## config.mk

```make
export PLATFORM = sky130hd
export DESIGN_NAME = host_mem_ctrl
export DESIGN_NICKNAME = d
export VERILOG_FILES = /design/src/rtl/host_mem_ctrl.sv
export SDC_FILE = /design/constraint.sdc
export NUM_CORES = 1
export LEC_CHECK = 0
export ABC_CLOCK_PERIOD_IN_PS = 5400
export CAP_MARGIN = 20
export CORE_ASPECT_RATIO = 1.5
export CORE_UTILIZATION = 54
export CTS_CLUSTER_DIAMETER = 80
export DETAILED_ROUTE_END_ITERATION = 6
export PLACE_DENSITY = 0.86
export SETUP_SLACK_MARGIN = 0.02
export SYNTH_ARGS = -nofsm -noshare
export SYNTH_HDL_FRONTEND = slang
export SYNTH_SLANG_ARGS = --single-unit
```

## constraint.sdc

```tcl
create_clock -name clk -period 5.4 [get_ports clk]
set_input_delay 1.08 -clock clk [delete_from_list [all_inputs] [get_ports clk]]
set_output_delay 1.08 -clock clk [all_outputs]
set_load 0.01 [all_outputs]
```

## src/rtl/host_mem_ctrl.sv

```systemverilog
// Host-side controller: streams a load image into shared memory, lets the cores run,
// then reads back a fixed window of memory and streams it out under backpressure.
module host_mem_ctrl #(
  parameter int ADDR_W     = 16,
  parameter int DATA_W     = 16,
  parameter int DUMP_WORDS = 256,
  parameter int READ_LAT   = 1
) (
  input  logic              clk,
  input  logic              rst,
  input  logic              in_valid,
  output logic              in_ready,
  input  logic [DATA_W-1:0] in_data,
  input  logic              in_last,
  output logic              out_valid,
  input  logic              out_ready,
  output logic [DATA_W-1:0] out_data,
  output logic              out_last,
  output logic [1:0]        status,
  output logic [ADDR_W-1:0] com_addr,
  output logic [DATA_W-1:0] com_data_in,
  output logic              com_wr_en,
  input  logic              end_process,
  input  logic [DATA_W-1:0] com_data_out,
  output logic [31:0]       run_cycles,
  output logic              done
);

  typedef enum logic [2:0] {
    S_LOAD,
    S_RUN,
    S_DUMP_RD,
    S_DUMP_WAIT,
    S_DUMP_OUT,
    S_DONE
  } state_t;

  localparam logic [ADDR_W-1:0] LP_LAST_J    = ADDR_W'(DUMP_WORDS - 1);
  localparam logic [ADDR_W-1:0] LP_LAST_K    = {ADDR_W{1'b1}};
  localparam logic [1:0]        LP_WAIT_LAST = 2'(READ_LAT - 1);

  state_t              r_state;
  state_t              w_next;
  logic [ADDR_W-1:0]   r_k;
  logic [ADDR_W-1:0]   r_j;
  logic [1:0]          r_wait;
  logic [ADDR_W-1:0]   r_com_addr;
  logic [DATA_W-1:0]   r_com_data_in;
  logic                r_com_wr_en;
  logic                r_out_valid;
  logic [DATA_W-1:0]   r_out_data;
  logic                r_out_last;
  logic [31:0]         r_run_cycles;

  logic                w_load_hs;
  logic                w_load_end;
  logic                w_out_hs;
  logic                w_wait_done;
  logic                w_last_j;

  // in_ready is masked by rst so it reads 0 throughout the reset cycle.
  assign in_ready    = (r_state == S_LOAD) & ~rst;
  assign w_load_hs   = in_valid & in_ready;
  assign w_load_end  = w_load_hs & (in_last | (r_k == LP_LAST_K));
  assign w_out_hs    = r_out_valid & out_ready;
  assign w_wait_done = (r_wait == LP_WAIT_LAST);
  assign w_last_j    = (r_j == LP_LAST_J);

  assign com_addr    = r_com_addr;
  assign com_data_in = r_com_data_in;
  assign com_wr_en   = r_com_wr_en;
  assign out_valid   = r_out_valid;
  assign out_data    = r_out_data;
  assign out_last    = r_out_last;
  assign run_cycles  = r_run_cycles;
  assign done        = (r_state == S_DONE);

  always_ff @(posedge clk) begin
    if (rst) begin
      r_state <= S_LOAD;
    end else begin
      r_state <= w_next;
    end
  end

  always_comb begin
    w_next = r_state;
    status = 2'b10;
    case (r_state)
      S_LOAD: begin
        status = 2'b00;
        if (w_load_end) w_next = S_RUN;
      end
      S_RUN: begin
        status = 2'b01;
        if (end_process) w_next = S_DUMP_RD;
      end
      S_DUMP_RD:   w_next = S_DUMP_WAIT;
      S_DUMP_WAIT: if (w_wait_done) w_next = S_DUMP_OUT;
      S_DUMP_OUT:  if (w_out_hs) w_next = w_last_j ? S_DONE : S_DUMP_RD;
      S_DONE:      w_next = S_DONE;
      default:     w_next = S_LOAD;
    endcase
  end

  always_ff @(posedge clk) begin
    if (rst) begin
      r_k           <= '0;
      r_j           <= '0;
      r_wait        <= '0;
      r_com_addr    <= '0;
      r_com_data_in <= '0;
      r_com_wr_en   <= 1'b0;
      r_out_valid   <= 1'b0;
      r_out_data    <= '0;
      r_out_last    <= 1'b0;
      r_run_cycles  <= '0;
    end else begin
      // Write strobe is a one-cycle pulse following each accepted load word.
      r_com_wr_en <= 1'b0;
      if (w_load_hs) begin
        r_com_addr    <= r_k;
        r_com_data_in <= in_data;
        r_com_wr_en   <= 1'b1;
        r_k           <= r_k + 1'b1;
      end
      if (r_state == S_RUN) begin
        if (r_run_cycles != 32'hFFFF_FFFF) r_run_cycles <= r_run_cycles + 1'b1;
        if (end_process) r_j <= '0;
      end
      if (r_state == S_DUMP_RD) begin
        r_com_addr <= r_j;
        r_wait     <= '0;
      end
      if (r_state == S_DUMP_WAIT) begin
        if (w_wait_done) begin
          r_out_data  <= com_data_out;
          r_out_valid <= 1'b1;
          r_out_last  <= w_last_j;
        end else begin
          r_wait <= r_wait + 1'b1;
        end
      end
      if (w_out_hs) begin
        r_out_valid <= 1'b0;
        r_out_last  <= 1'b0;
        r_j         <= r_j + 1'b1;
      end
    end
  end

endmodule

```

==> results.md <==
- Outcome: finished, final reports clean
- Synth Area in XOR/XNOR: 0.02588
- Slew HR: 0.3387
- Total Routing Usage GR: 0.2910
- Via count: ~5,600
- Row cnt: 44
- Period Utilization, post-route: 0.6677
- Synthesized cell area: 0.005415 mm^2
- Drt drc: 0
- Antenna viol nets, final: 0
- Total power: between 2000 and 2500 uW
- DRT Pass-1 Iters: 6
- F_max: 277.3 MHz
- Hold WS: 0.4546 ns
- Commonest non-fill, non-tap cell in the layout: clkdlybuf4s50_1
- Detail Placement HPWL: slightly below 10,000 um
- Initial core utilization: 0.5589
- Nets: between 800 and 900
- Die H: roughly 120 um
- FILL cells: 706
- Yosys cell types: 56
- Congestion Overflow GR: 0
- RSZ-0062 raised after global routing: false
- Max rail drop VDD: around 0.00026 V
- Placement Setup Slack: around 2.1 ns
- Synthesized-area fraction occupied by and/or/nand/nor cells: 0.3115
- Setup crit start kind: flip-flop
- Met1 GRT Util: 0.3277
- IO buf count: 124
- CTS root buffer: clkbuf_16
- Die area: 0.01044 mm^2
- Area Overhead vs Synth: 33.27%
- Min Tclk post-route: about 3.6 ns
- Yosys warnings: 0
- Critical-path maximum fanout: 17
- Via/cell ratio: 6.233
- RD Place Congestion: between 0.8 and 0.9
- Worst-margin pin slew: between 0.9 and 1 ns
- Clock Tree Buf Depth: 2
- Largest net degree at the start of global routing: 64
- PnR worst setup slack: roughly 1.8 ns
- Crit end category: output port
- Hold Crit Start: out_data[15]$_SDFFE_PP0P_
- Sequential share of the synthesized area: 0.4436
- Synthesized area per cell: between 8 and 9 um^2
- Worst skew pair latency: approximately 0.42 ns
- Setup_tns: 0 ns
- Post-synthesis mux area share: 0.01340
- Final Hold Vio Count: 0
- Busiest layer in global routing: met2
- Synth Flop Type: dfxtp_1
- LEAKAGE: about 0.0025 uW
- Max cap viols: 0
- Hold_buf cts: 0
- Cells resized by post-CTS repair: 0
- WL/cell: approximately 17 um
- HP Class: reg2reg
- Initial antenna violation count: 0
- Post-synthesis compound-gate area fraction: 0.1518
- Most frequent cells in the layout: clkdlybuf4s50_1, nand2_1, dfxtp_1, a21oi_1, nand3_1
- CTS tree: built
- CTS Buf Count: 17
- Global Route met2 Usage: 0.5093
- Cell taking the most area after synthesis: dfxtp_1
- CP arrival: 2.53 ns
- Slew Viols, Final: 0
- Routed WL: approximately 15,000 um
- Die X: about 84 um
- Clk sink count: 120
- Syn nets: 705
- First-pass GRT wire length: approximately 25,000 um
- Iteration-0 DRC Markers: approximately 360
- Met3 Usage GRT: 0.07290
- Clock transition at the registers of the reported paths: 0.06 ns
- Crit path launch: r_state[0]$_SDFFE_PP0P_
- P per Cell Area: 296.7 mW/mm^2
- Postcts setup bufs: 0
- Worst Clk Skew: roughly 0.012 ns
- Layout cells sized above 1: 0.06769
- Core ar.: 0.009689 mm^2
- Vias in the first global route: around 5,300
- Adder-cell area share of the yosys netlist: 0.01155
- Share of the synthesized area in the top cell type: 0.4436
- Post-synth EDFFs: 0
- H-Tree Depth: 4
- CP Class: reg2out
- Main combinational cell family by area after synthesis: simple AND/OR/NAND/NOR gates
- Number of placed I/O pins: about 130
- Syn Inst Count: around 660
- # setup viols final: 0
- Async S/R FF share, synth: 0
- Final Util: 0.7448
- Top cells by area, synth: dfxtp_1, nand2_1, a21oi_1
- Critical path data required time: between 4 and 5 ns
- Worst r2r src: run_cycles[1]$_SDFFE_PP0P_
- N_diodes: 0
- #FFs+latches synth: 120
==> per-stage QoR <==
stage | instances | area (um^2)
2_1_floorplan | 662 | 5415
3_3_place_gp | 866 | 6645
3_5_place_dp | 866 | 6645
4_1_cts | 898 | 7217
5_1_grt | 898 | 7217
6_report | 898 | 7217
==> worst paths after layout <==
kind / depth (start not counted) / slack, ns / endpoint
worst max-delay path: 3 / 1.79 / status[0]
worst min-delay path: 2 / 0.45 / out_data[15]$_SDFFE_PP0P_
worst max register to register: 7 / 2.74 / run_cycles[11]$_SDFFE_PP0P_
worst min register to register: 2 / 0.45 / out_data[15]$_SDFFE_PP0P_
==> cells by family after synthesis <==
logic type,count (synthesis)
adder cells (fa/ha/maj),5
flip-flops,120
XOR/XNOR,16
AO/OA/AOI/OAI,135
buffers and inverters,51
AND/OR/NAND/NOR,329
multiplexers,6
==> worst max-delay path: stages (launching register included) <==
cell and delay (ns):
dfxtp_1 0.56, or3b_1 0.60, inv_2 0.35, clkdlybuf4s50_1 0.60
==> routing by layer <==
| metal | wire [um] | share of wire |
|---|---|---|
| met2 | 7630 | 0.51 |
| met4 | 406 | 0.027 |
| met3 | 1026 | 0.069 |
| met5 | 0 | 0 |
| met1 | 5834 | 0.39 |
==> final cells by class <==
type	count	area, um^2	share of cell area
Multi-Input combinational cell	491	2784	0.3857
Sequential cell	120	2402	0.3329
Timing Repair Buffer	129	1274	0.1765
Clock buffer	17	425.4	0.05895
Clock inverter	15	146.4	0.02028
Tap cell	115	143.9	0.01994
Inverter	11	41.29	0.005721
==> cells in the mapped netlist, types with 3 or more instances <==
cell and number:
ha_1 5, nand4_1 18, inv_1 9, and3_1 7, nor3_1 10, a311oi_1 14
or4_1 14, or3_1 23, a31oi_1 3, or2_2 4, a21oi_1 64, nor2_1 43
nor2b_1 4, o211ai_1 3, nand3_1 47, nand2_1 122, dfxtp_1 120, o31ai_1 13
xor2_1 6, nor4_1 4, o21ai_0 23, and2_1 7, nand3b_1 3, xnor2_1 10
a22oi_1 4, buf_2 7, clkbuf_1 25, and4_1 11
==> sequential cells by signal (all words and copies together) (netlist names), 2 cells and up <==
signal / cells
com_addr: 16
com_data_in: 16
out_data: 16
r_j: 16
r_k: 16
r_state: 3
r_wait: 2
run_cycles: 32
==> report_power, final <==
| group | internal [uW] | leakage, uW | switching, uW |
|---|---|---|---|
| clock | 641 | 0.000275 | 441 |
| sequential | 904 | 0.000971 | 14.8 |
| combinational | 69.1 | 0.00124 | 71.9 |
| total | 1610 | 0.00248 | 528 |
No activity file was read; power rests on OpenSTA's default activity.
==> patch 1, RTL diff (same flow settings) <==
`DATA_W`: 16 -> 12.
--- a/src/rtl/host_mem_ctrl.sv
+++ b/src/rtl/host_mem_ctrl.sv
@@ -4,3 +4,3 @@
   parameter int ADDR_W     = 16,
-  parameter int DATA_W     = 16,
+  parameter int DATA_W     = 12,
   parameter int DUMP_WORDS = 256,
Ports: changed (resized com_data_in, com_data_out, in_data and out_data); port bits go from 125 to 109. No check against the original RTL was run, so the function may have changed too.
==> patch 1 against the original RTL <==
  * Setup slack better by 440 ps
  * Sequential cell count down 8
  * Die area down 5.5%
  * Highest routed layer unchanged
  * Final cell count down 9.4%
  * Routed wire length down 13%
  * First-iteration DRC count down 11%
  * Area after synthesis down 5.6%
  * Total power down 21%
  * Design area down 10%
  * Sequential power down 5.9%
  * Maximum frequency up 14%
  * Global-route usage down 1.9 points
==> patch 1: results (changes against the original RTL) <==
GRT
  – Largest net degree at the start of global routing: 113 (+77%)
  – Initial antenna violation count: 0 (unchanged)
  – Vias in the first global route: 4406 (-18%)
  – First-pass GRT wire length: 20880 um (-16%)
  – GRT Util Overall: 27.19% (-1.9 points)

Synthesis
  – Leading post-synthesis cells by cell area: dfxtp_1 (44%), nand2_1 (7.4%), xnor2_1 (4.6%), a21oi_1 (4.6%), nor2_1 (4.3%)
  – Post-synthesis mux area share: 1.052% (-0.29 points)
  – Register area share after synthesis: 43.85% (-0.52 points)
  – Yosys cell types: 54 (-3.6%)
  – Post-Synth Adder-Cell Area: 1.223% (+0.068 points)
  – Post-synth top cells: dfxtp_1 (112), nand2_1 (101), nor2_1 (58)
  – Post-synth ARST share: 0% (unchanged)
  – Mapped Cells: 612 (-7.6%)
  – Ys Warns: 0 (unchanged)
  – Synth Area in Compound Gates: 13.11% (-2.1 points)
  – Syn nets: 647 (-8.2%)
  – XOR/XNOR Fraction of Synth Area: 5.652% (+3.1 points)

Clock tree
  – Max clock buf depth: 2 (unchanged)
  – CTS buffer count: 9 (-8)
  – Clk_lat worst skew: 350 ps (-70 ps)
  – Cts repair resizes: 0 (unchanged)
  – H-tree Lvls: 3 (-1)
  – Clk slew on worst S/H paths: 70 ps
  – Setup Buffers After CTS: 0 (unchanged)
  – Clock Tree Root: clkbuf_16

STA
  – Slew margin rel.: 27.58% (-6.3 points)
  – Hold Violations, Final: 0 (unchanged)
  – Worst setup skew after layout: 7.368 ps (-4.728 ps)

Worst setup path
  – Reg2Reg Depth: 5 (-2)
  – CP Max Fanout: 3 (-14)
  – Critical path arrival: 2080 ps (-450 ps)

Layout
  – Post-layout instance count excluding filler cells: 814 (-9.4%)
  – Largest register FFs: 32 (unchanged)
  – Antenna Cells: 0 (unchanged)
  – Layout cells sized above 1: 5.128% (-1.6 points)
  – Nets: 733 (-9.8%)

Routing
  – Starting DRT DRC Count: 320 (-11%)
  – Avg WL per Cell: 15.91 um (-4.1%)
  – # DRC: 0 (unchanged)
  – Vias per inst: 5.891 (-5.5%)
  – Pre-Repair DR Iteration Count: 7 (+1)
  – Post-route ant nets: 0 (unchanged)

Placement
  – Dpl cells: 799 (-7.7%)
  – # port buffers: 108 (-13%)
  – HPWL after DPL: 8881 um (-9.5%)
  – Setup slack at placement: 2153 ps (+56.82 ps)
  – Final GP Congestion: 0.8571 (+1.0%)

Min path
  – Worst hold stages: 2 (unchanged)
  – Worst hold path class: flip-flop to flip-flop

Run
  – MaxCap Viol Count: 0 (unchanged)

Power and ir drop
  – Worst IR drop on VDD: 171.9 uV (-34%)
  – LEAKAGE: 2.121 nW (-15%)

Status
  – Outcome: finished, final reports clean
[patch 1: changes by cell type in the layout (fill, tap and decap cells not counted), sizes merged, moves of 13 or more]
cell / delta
clkdlybuf4s50: -16
nand2: -18
nand3b: +13
xnor2: +17
a21oi: -17
nor2: +16
nand3: -19
[patch 1: where the power goes]
part / switching (mW) / leakage (nW) / internal (mW)
Combinational: 0.0848 / 1.08 / 0.0774
Clock: 0.297 / 0.139 / 0.370
Sequential: 0.0179 / 0.906 / 0.847
Total: 0.399 / 2.12 / 1.29
[patch 1: cells by family (layout without fill, tap and decap cells)]
family          count (synthesis)  after routing
fa+ha+maj                       5              5
simple gates                  301            301
xor+xnor                       33             33
mux                             5              5
compound gates                105            105
buf+inv                        51            141
flops                         112            112
[patch 1: cell type report]
class                   count  area, um^2
clock buffers              12       246.5
repair buffers            111        1101
well taps                 112       140.1
multi-input cells         449        2640
inverters                  15       58.81
flip-flops and latches    112        2242
fillers                   686        2729
clock inverters             3       42.54
[patch 1: per-layer routing]
layer  track usage [%]  vias to the layer above  part of all wire, %
li1                  -                     2346                    -
met1             32.27                     2254                   41
met2             45.68                      162                   51
met3             6.617                       33                  4.8
met4             11.38                        0                  2.9
met5                 0                        -                    0
[patch 1: critical path: stages]
cell	delay, ps
buf_4	130
nor4_4	260
clkdlybuf4s50_1	610
[patch 1: final timing paths]
check / from / endpoint / slack [ps]
setup / recovery: rst / in_ready / 2240
hold / removal: out_data[10]$_SDFFE_PP0P_ / out_data[10]$_SDFFE_PP0P_ / 460
setup reg to reg: r_state[0]$_SDFFE_PP0P_ / r_state[0]$_SDFFE_PP0P_ / 2820
hold reg to reg: out_data[10]$_SDFFE_PP0P_ / out_data[10]$_SDFFE_PP0P_ / 460
[patch 1: metrics by stage]
stage               area (um^2)  hold WS, ps
global placement           6182        437.7
finish                     6471        457.1
CTS                        6471        455.5
detailed placement         6182        445.3
floorplan                  5114        431.9
global route               6471        471.8
==> patch 2, RTL diff (same flow settings) <==
Without the edit above. Register the output `status`, without a reset; this adds one clock of latency there. The other outputs are not delayed to match.
--- a/src/rtl/host_mem_ctrl.sv
+++ b/src/rtl/host_mem_ctrl.sv
@@ -40,2 +40,4 @@
   localparam logic [1:0]        LP_WAIT_LAST = 2'(READ_LAT - 1);
+
+  logic [1:0] status_d;
 
@@ -87,6 +89,6 @@
     w_next = r_state;
-    status = 2'b10;
+    status_d = 2'b10;
     case (r_state)
       S_LOAD: begin
-        status = 2'b00;
+        status_d = 2'b00;
         if (w_load_end) w_next = S_RUN;
@@ -94,3 +96,3 @@
       S_RUN: begin
-        status = 2'b01;
+        status_d = 2'b01;
         if (end_process) w_next = S_DUMP_RD;
@@ -151,2 +153,6 @@
 
+  always_ff @(posedge clk) begin
+    status <= status_d;
+  end
+
 endmodule
Function: changed (Yosys sat finds a counterexample within 4 cycles, from zero or initial values and one cycle with rst high).
==> patch 2 against the original RTL <==
  * The run now ends with DRC left
  * Design area is 2.2% higher
  * First-iteration DRC count decreased by 7.2%
  * Routed wire length shrank 2.5%
  * Maximum frequency up 8.6%
  * Area after synthesis increased by 2.0%
  * Setup slack improved by 280 ps
  * Via count down 4.8%
  * Core utilization up 0.78 points
  * Total power up 6.7%
  * Count of clock-buffer cells in the layout increased by 7
  * Final cell count down 0.56%
  * Die area rose by 2.0%
  * Sequential share of layout area is 0.17 points lower
  * Sequential cell count grew 2
  * Critical path type is now input port to output port
  * Largest power group unchanged
==> patch 2: results (changes against the original RTL) <==
Layout
  – Layout cells sized above 1: 7.712% (+0.94 points)
  – Post-layout instance count excluding filler cells: 893 (-0.56%)

Power and ir drop
  – LEAKAGE: 2.596 nW (+4.6%)
  – Power Internal: 1.792 mW (+11%)

Placement
  – Final GP Congestion: 0.8742 (+3.1%)
  – HPWL after DPL: 9841 um (+0.34%)
  – Dpl cells: 859 (-0.81%)

Synthesis
  – Leading post-synthesis cells by cell area: dfxtp_1 (44%), nand2_1 (8.2%), nor2_1 (4.3%), a21oi_1 (3.9%), nand3_1 (3.4%)
  – Synth Area in Compound Gates: 11.76% (-3.4 points)
  – Post-synthesis mux area share: 1.268% (-0.072 points)
  – Syn nets: 703 (-0.28%)
  – Post-synth top cells: dfxtp_1 (122), nand2_1 (120), nor2_1 (63)
  – Post-Synth Adder-Cell Area: 1.133% (-0.023 points)

Status
  – Outcome: finished with violations
  – Violated checks: DRC

GRT
  – Largest net degree at the start of global routing: 69 (+7.8%)
  – GRT Util Overall: 28.25% (-0.85 points)
  – Vias in the first global route: 5244 (-1.8%)

Worst setup path
  – Critical path arrival: 2240 ps (-290 ps)
  – Worst path slowest cell: clkdlybuf4s50_1
  – Internal reg-to-reg setup slack: 3020 ps (+280 ps)

STA
  – Worst-margin pin slew: 985.5 ps (-4.065 ps)
  – Worst setup skew after layout: 9.190 ps (-2.906 ps)

Routing
  – Pre-Repair DR Iteration Count: 7 (+1)
  – Routed vias: 5329 (-4.8%)
  – # DRC: 8 (+8)
  – Post-Route WL: 14530 um (-2.5%)
patch 2: kinds of logic after synthesis:
logic type,Yosys count
compound gates,98
xor+xnor,35
fa+ha+maj,5
buf+inv,51
flops,122
mux,6
simple gates,343
patch 2: layer usage:
metal,up-vias,share of wire (%),track usage (%)
li1,2528,-,-
met1,2553,38,29.79
met2,205,52,50.50
met3,43,6.3,8.126
met4,0,3.2,14.66
met5,-,0,0
patch 2: power by group through the flow:
stage | combinational [mW] | sequential (mW) | clock (mW)
2_1_floorplan | 0.0813 | 0.970 | 0
4_1_cts | 0.179 | 0.950 | 1.17
6_report | 0.182 | 0.950 | 1.15
3_5_place_dp | 0.177 | 0.968 | 0
3_3_place_gp | 0.174 | 0.967 | 0
5_1_grt | 0.197 | 0.953 | 1.21
patch 2: worst min-delay path, stage by stage (launching register included):
cell and delay [ps]:
dfxtp_1 300, nand2_1 50, a21oi_1 50
patch 2: final timing paths:
path / startpoint / end / cells after the start
setup / recovery: rst / in_ready / 3
setup reg to reg: run_cycles[0]$_SDFFE_PP0P_ / run_cycles[16]$_SDFFE_PP0P_ / 6
hold reg to reg: out_data[10]$_SDFFE_PP0P_ / out_data[10]$_SDFFE_PP0P_ / 2
hold / removal: out_data[10]$_SDFFE_PP0P_ / out_data[10]$_SDFFE_PP0P_ / 2
patch 2: area by class of cell:
cell class,count,area [um^2]
Timing Repair Buffer,129,1300
Clock inverter,8,115.1
Fill cell,697,2424
Inverter,8,30.03
Tap cell,115,143.9
Sequential cell,122,2442
Clock buffer,24,491.7
Multi-Input combinational cell,487,2853
patch 2: metrics by stage:
stage          instance area (um^2)  util, %  setup slack (ps)
2_1_floorplan                  5524        -              3014
3_3_place_gp                   6723    68.60              2107
3_5_place_dp                   6730    68.68              2036
4_1_cts                        7337    74.87              2067
5_1_grt                        7376    75.27              2024
6_report                       7376    75.27              2079
